<file path="config.mk">
export PLATFORM = sky130hd
export DESIGN_NAME = apb_master_bridge
export DESIGN_NICKNAME = d
export VERILOG_FILES = /design/src/rtl/apb_master_bridge.sv
export SDC_FILE = /design/constraint.sdc
export NUM_CORES = 1
export LEC_CHECK = 0
export BUFFER_PORTS_ARGS = -buffer_cell sky130_fd_sc_hd__buf_4
export CAP_MARGIN = 15
export CORE_MARGIN = 3
export CORE_UTILIZATION = 40
export DETAILED_ROUTE_END_ITERATION = 12
export PLACE_DENSITY = 0.73
export SETUP_SLACK_MARGIN = 0.15
export SYNTH_ARGS = -nofsm -noshare
export SYNTH_HDL_FRONTEND = slang
export SYNTH_SLANG_ARGS = --single-unit
export TNS_END_PERCENT = 5
</file>
<file path="constraint.sdc">
create_clock -name PCLK -period 3.3 [get_ports PCLK]
set_clock_uncertainty 0.15 [all_clocks]
set_input_delay 0.165 -clock PCLK [delete_from_list [all_inputs] [get_ports PCLK]]
set_output_delay 0.165 -clock PCLK [all_outputs]
set_load 0.02 [all_outputs]
</file>
<file path="src/rtl/apb_master_bridge.sv">
// APB4 requester: one command in, full SETUP/ACCESS sequence out, one response back.
// Optional wait-state timeout in ACCESS, enabled by defining APB_MASTER_TIMEOUT_EN.
`ifndef APB_ADDR_WIDTH
`define APB_ADDR_WIDTH 32
`endif
`ifndef APB_DATA_WIDTH
`define APB_DATA_WIDTH 32
`endif
`ifndef APB_STRB_WIDTH
`define APB_STRB_WIDTH 4
`endif
`ifndef APB_PROT_WIDTH
`define APB_PROT_WIDTH 3
`endif

module apb_master_bridge #(
  parameter int ADDR_WIDTH     = `APB_ADDR_WIDTH,
  parameter int DATA_WIDTH     = `APB_DATA_WIDTH,
  parameter int STRB_WIDTH     = `APB_STRB_WIDTH,
  parameter int PROT_WIDTH     = `APB_PROT_WIDTH,
  parameter int TIMEOUT_CYCLES = 16
) (
  input  logic                  PCLK,
  input  logic                  PRESETn,
  input  logic                  cmd_valid,
  output logic                  cmd_ready,
  input  logic                  cmd_write,
  input  logic [ADDR_WIDTH-1:0] cmd_addr,
  input  logic [DATA_WIDTH-1:0] cmd_wdata,
  input  logic [STRB_WIDTH-1:0] cmd_strb,
  input  logic [PROT_WIDTH-1:0] cmd_prot,
  output logic                  rsp_valid,
  input  logic                  rsp_ready,
  output logic [DATA_WIDTH-1:0] rsp_rdata,
  output logic                  rsp_err,
  output logic                  rsp_timeout,
  output logic                  PSEL,
  output logic                  PENABLE,
  output logic                  PWRITE,
  output logic [ADDR_WIDTH-1:0] PADDR,
  output logic [DATA_WIDTH-1:0] PWDATA,
  output logic [STRB_WIDTH-1:0] PSTRB,
  output logic [PROT_WIDTH-1:0] PPROT,
  input  logic [DATA_WIDTH-1:0] PRDATA,
  input  logic                  PREADY,
  input  logic                  PSLVERR
);

  typedef enum logic [1:0] {
    IDLE,
    SETUP,
    ACCESS,
    RESP
  } state_t;

  state_t state, state_n;
  logic   accept, done, abort;
  logic   timeout_hit;

  assign cmd_ready = (state == IDLE);

`ifdef APB_MASTER_TIMEOUT_EN
  localparam int CW = $clog2(TIMEOUT_CYCLES + 1);
  logic [CW-1:0] wait_cnt;

  always_ff @(posedge PCLK) begin
    if (!PRESETn) begin
      wait_cnt <= '0;
    end else if (state == SETUP) begin
      wait_cnt <= '0;
    end else if (state == ACCESS && !PREADY) begin
      wait_cnt <= wait_cnt + CW'(1);
    end
  end

  // this low-PREADY cycle would make the count reach the limit
  assign timeout_hit = (wait_cnt == CW'(TIMEOUT_CYCLES - 1));
`else
  assign timeout_hit = 1'b0;
`endif

  always_comb begin
    state_n = state;
    accept  = 1'b0;
    done    = 1'b0;
    abort   = 1'b0;
    unique case (state)
      IDLE: begin
        if (cmd_valid) begin
          accept  = 1'b1;
          state_n = SETUP;
        end
      end
      SETUP: state_n = ACCESS;
      ACCESS: begin
        if (PREADY) begin
          done    = 1'b1;
          state_n = RESP;
        end else if (timeout_hit) begin
          abort   = 1'b1;
          state_n = RESP;
        end
      end
      RESP: begin
        if (rsp_ready) state_n = IDLE;
      end
      default: state_n = IDLE;
    endcase
  end

  always_ff @(posedge PCLK) begin
    if (!PRESETn) begin
      state       <= IDLE;
      PSEL        <= 1'b0;
      PENABLE     <= 1'b0;
      PWRITE      <= 1'b0;
      PADDR       <= '0;
      PWDATA      <= '0;
      PSTRB       <= '0;
      PPROT       <= '0;
      rsp_valid   <= 1'b0;
      rsp_rdata   <= '0;
      rsp_err     <= 1'b0;
      rsp_timeout <= 1'b0;
    end else begin
      state <= state_n;
      if (accept) begin
        PSEL   <= 1'b1;
        PWRITE <= cmd_write;
        PADDR  <= cmd_addr;
        PPROT  <= cmd_prot;
        // reads carry no data and no strobes on the bus
        PWDATA <= cmd_write ? cmd_wdata : '0;
        PSTRB  <= cmd_write ? cmd_strb : '0;
      end
      if (state == SETUP) PENABLE <= 1'b1;
      if (done || abort) begin
        PSEL        <= 1'b0;
        PENABLE     <= 1'b0;
        rsp_valid   <= 1'b1;
        rsp_rdata   <= (done && !PWRITE) ? PRDATA : '0;
        rsp_err     <= done ? PSLVERR : 1'b1;
        rsp_timeout <= abort;
      end
      if (state == RESP && rsp_ready) rsp_valid <= 1'b0;
    end
  end

endmodule

</file>
==> qor.yml <==
status:
  status: "finished, final reports clean"
sta:
  slew_viol_final: 0
  setup_tns_ns: 0
  setup_viol: 0
  slew_headroom_pct: 51.0
  final.period_utilization_pct: 66.1
  final.setup.worst_slack_ns: 1.12
  max_freq_ghz: 0.459
  fin_worst_hold_slack_ns: 0.0394
  final.min_clock_period_ns: 2.18
  rsz0062_at_grt: "false"
  hold_viol: 0
  worstMarginPinSlew_ns: 0.736
power_and_ir_drop:
  switchingPower_uw: 1380
  p_int_uw: 2510
  clock_power_share_pct: 21.6
  ir_drop_mv: 0.283
  total_power_uw: 3900
  pwr_density_cell_nw_per_um2: 573
  p_seq_share_pct: 42.1
  leakagePower_uw: 0.00303
  power_frac_comb_pct: 36.3
  switching_share_pct: 35.4
floorplanning:
  die-area_um2: 10800
  fp.dieH_um: 104
  initial_utilization_pct: 41.2
  boundaryPins: 220
  fp.coreArea_um2: 9280
  rows: 35
  fp.dieW_um: 104
drt:
  vias_per_cell: 4.89
  dr.pass1.iters: 4
  totalWireLength_mm: 13.6
  dr.first_iter.drc_count: 166
  drc: 0
  via_count: 4234
  postRouteAntennaNets: 0
  wl_per_cell_um: 15.7
global_route:
  grt_pass1_wl_mm: 22.0
  grt_pass1_vias: 4320
  grt_util_all_layers_pct: 24.9
  use_met3_pct: 7.29
  grt-busiest-layer: "met2"
  grt_max_degree: 59
  antenna_found_initial: 0
  grt-ovfl-total: 0
  use_met2_pct: 44.6
  grtUsageMet1_pct: 27.9
critical_path:
  path_class: "reg2reg"
  required_ns: 3.43
  cp_slowest_cell: "and2_2"
  worstPathCellList: "inv_1 -> ha_1 -> and2_2 -> buf_12 -> nand3_1 -> a21oi_1"
  critPathLaunchType: "flip-flop"
  crit_cells: 6
  crit_arrival_ns: 2.32
  ff2ff_path_depth: 6
  slowest_delay_ns: 0.65
  worstPathBufferInverterCount: 2
  worstSetupEndpointType: "flip-flop"
  cp_max_fo: 38
  path_delay_family: "simple AND/OR/NAND/NOR gates"
final_layout:
  multi_input_area_um2: 1420
  regArea_um2: 2200
  drive_gt1_share_pct: 33.2
  layout_common_cells: "buf_4, nand2_1, dfxtp_1, dlygate4sd3_1, a21oi_1"
  fillers: 657
  finalNonFillerCells: 865
  antenna_cells: 0
  final_common_cell: "buf_4"
  final_nets: 846
  area_growth_pct: 77.8
clocking:
  h-tree-depth: 3
  clkTransAtPathRegs_ns: 0.10
  cts_buffer_depth: 2
  cts_tree: "built"
  clkLatencyLatePin_ns: 0.36
  cts_buffers: 9
  clock_sinks: 110
  holdBufCountCts: 108
  postCtsSetupBuffers: 0
  ctsRootBufferMaster: "clkbuf_8"
  cts_resized: 0
placement:
  dp.cells: 741
  gp_congestion: 0.758
  pre_cts_ws_ns: 1.18
  dp_hpwl_mm: 8.03
  placement.io_buffers: 218
synthesis:
  syn-num-nets: 538
  synth_cell_type_count: 22
  syn-cell-area_um2: 3820
  synthTopCellsByArea: "dfxtp_1, nand2_1, a21oi_1, a22o_1, nand3_1"
  yosysWarnings: 0
  syn_avg_cell_area_um2: 9.04
  synth_cells: 423
  synth_seq_cells: 110
  yosys.area.top_type: "dfxtp_1"
  synth_top_area_share_pct: 57.6
  synth-seq-area-share_pct: 57.6
job:
  cap_violations: 0
worst_hold_path:
  whs_path_depth: 4
  hold_class: "in2reg"
-- sequential cells by signal (all words and copies together), names as in the netlist --
signal     flops
PADDR         32
PENABLE        1
PPROT          3
PSEL           1
PSTRB          4
PWDATA        32
PWRITE         1
rsp_err        1
rsp_rdata     32
rsp_valid      1
state          2
-- logic make-up after synthesis --
| group | share of synthesized area, % |
|---|---|
| flip-flops | 57.6 |
| multiplexers | 0.524 |
| adder cells (fa/ha/maj) | 1.64 |
| AO/OA/AOI/OAI | 18.2 |
| AND/OR/NAND/NOR | 16.6 |
| other | 0.0981 |
| buffers and inverters | 5.27 |
-- cell usage after synthesis --
master,instances
conb_1,1
buf_1,1
a211oi_1,1
a21oi_2,1
o21ai_0,1
clkbuf_1,15
nand3_1,37
a22o_1,32
inv_1,4
nor3_4,1
buf_6,3
mux2i_1,2
a222oi_1,1
and2_1,1
o21a_1,2
ha_1,5
buf_4,4
buf_2,11
inv_2,2
nand2_1,114
a21oi_1,74
dfxtp_1,110
-- metal layers --
| metal | wire (um) | up-vias |
|---|---|---|
| met3 | 1090 | 27 |
| met4 | 306 | 0 |
| met1 | 5330 | 1970 |
| li1 | - | 2040 |
| met2 | 6860 | 197 |
| met5 | 0 | - |
-- power by group through the flow --
| stage | Sequential (uW) | Clock (uW) | Combinational [uW] |
|---|---|---|---|
| CTS | 1630 | 869 | 1400 |
| finish | 1640 | 842 | 1410 |
| floorplan | 1870 | 0 | 536 |
| detailed placement | 1660 | 0 | 1290 |
| global route | 1660 | 921 | 1520 |
| global placement | 1650 | 0 | 1270 |
-- metrics by stage --
step | util, % | area, um2
after floorplan | - | 3820
after global placement | 59.3 | 5510
after detailed placement | 59.3 | 5510
after CTS | 73.2 | 6800
after global routing | 73.2 | 6800
final | 73.2 | 6800
-- cell type report --
class,count,share of cell area [%]
timing repair buffer,331,40.9
sequential,110,32.4
multi-input combinational,273,20.9
tap,129,2.37
clock buffer,11,2.08
clock inverter,5,0.976
inverter,6,0.331
-- path summary, 6_finish.rpt --
path | startpoint | slack (ns) | end
hold / removal | PREADY | 0.04 | rsp_err$_SDFFE_PN0P_
setup / recovery | state[1]$_SDFFE_PN0P_ | 1.12 | PWDATA[24]$_SDFFE_PN0P_
setup reg to reg | state[1]$_SDFFE_PN0P_ | 1.12 | PWDATA[24]$_SDFFE_PN0P_
hold reg to reg | PWDATA[22]$_SDFFE_PN0P_ | 0.31 | PWDATA[22]$_SDFFE_PN0P_
-- tightest hold or removal path, cell delays in order --
cell,delay [ns]
buf_4,0.11
nand2_1,0.09
nand2_1,0.08
a21oi_1,0.05
Power figures use the tool's default switching activity.
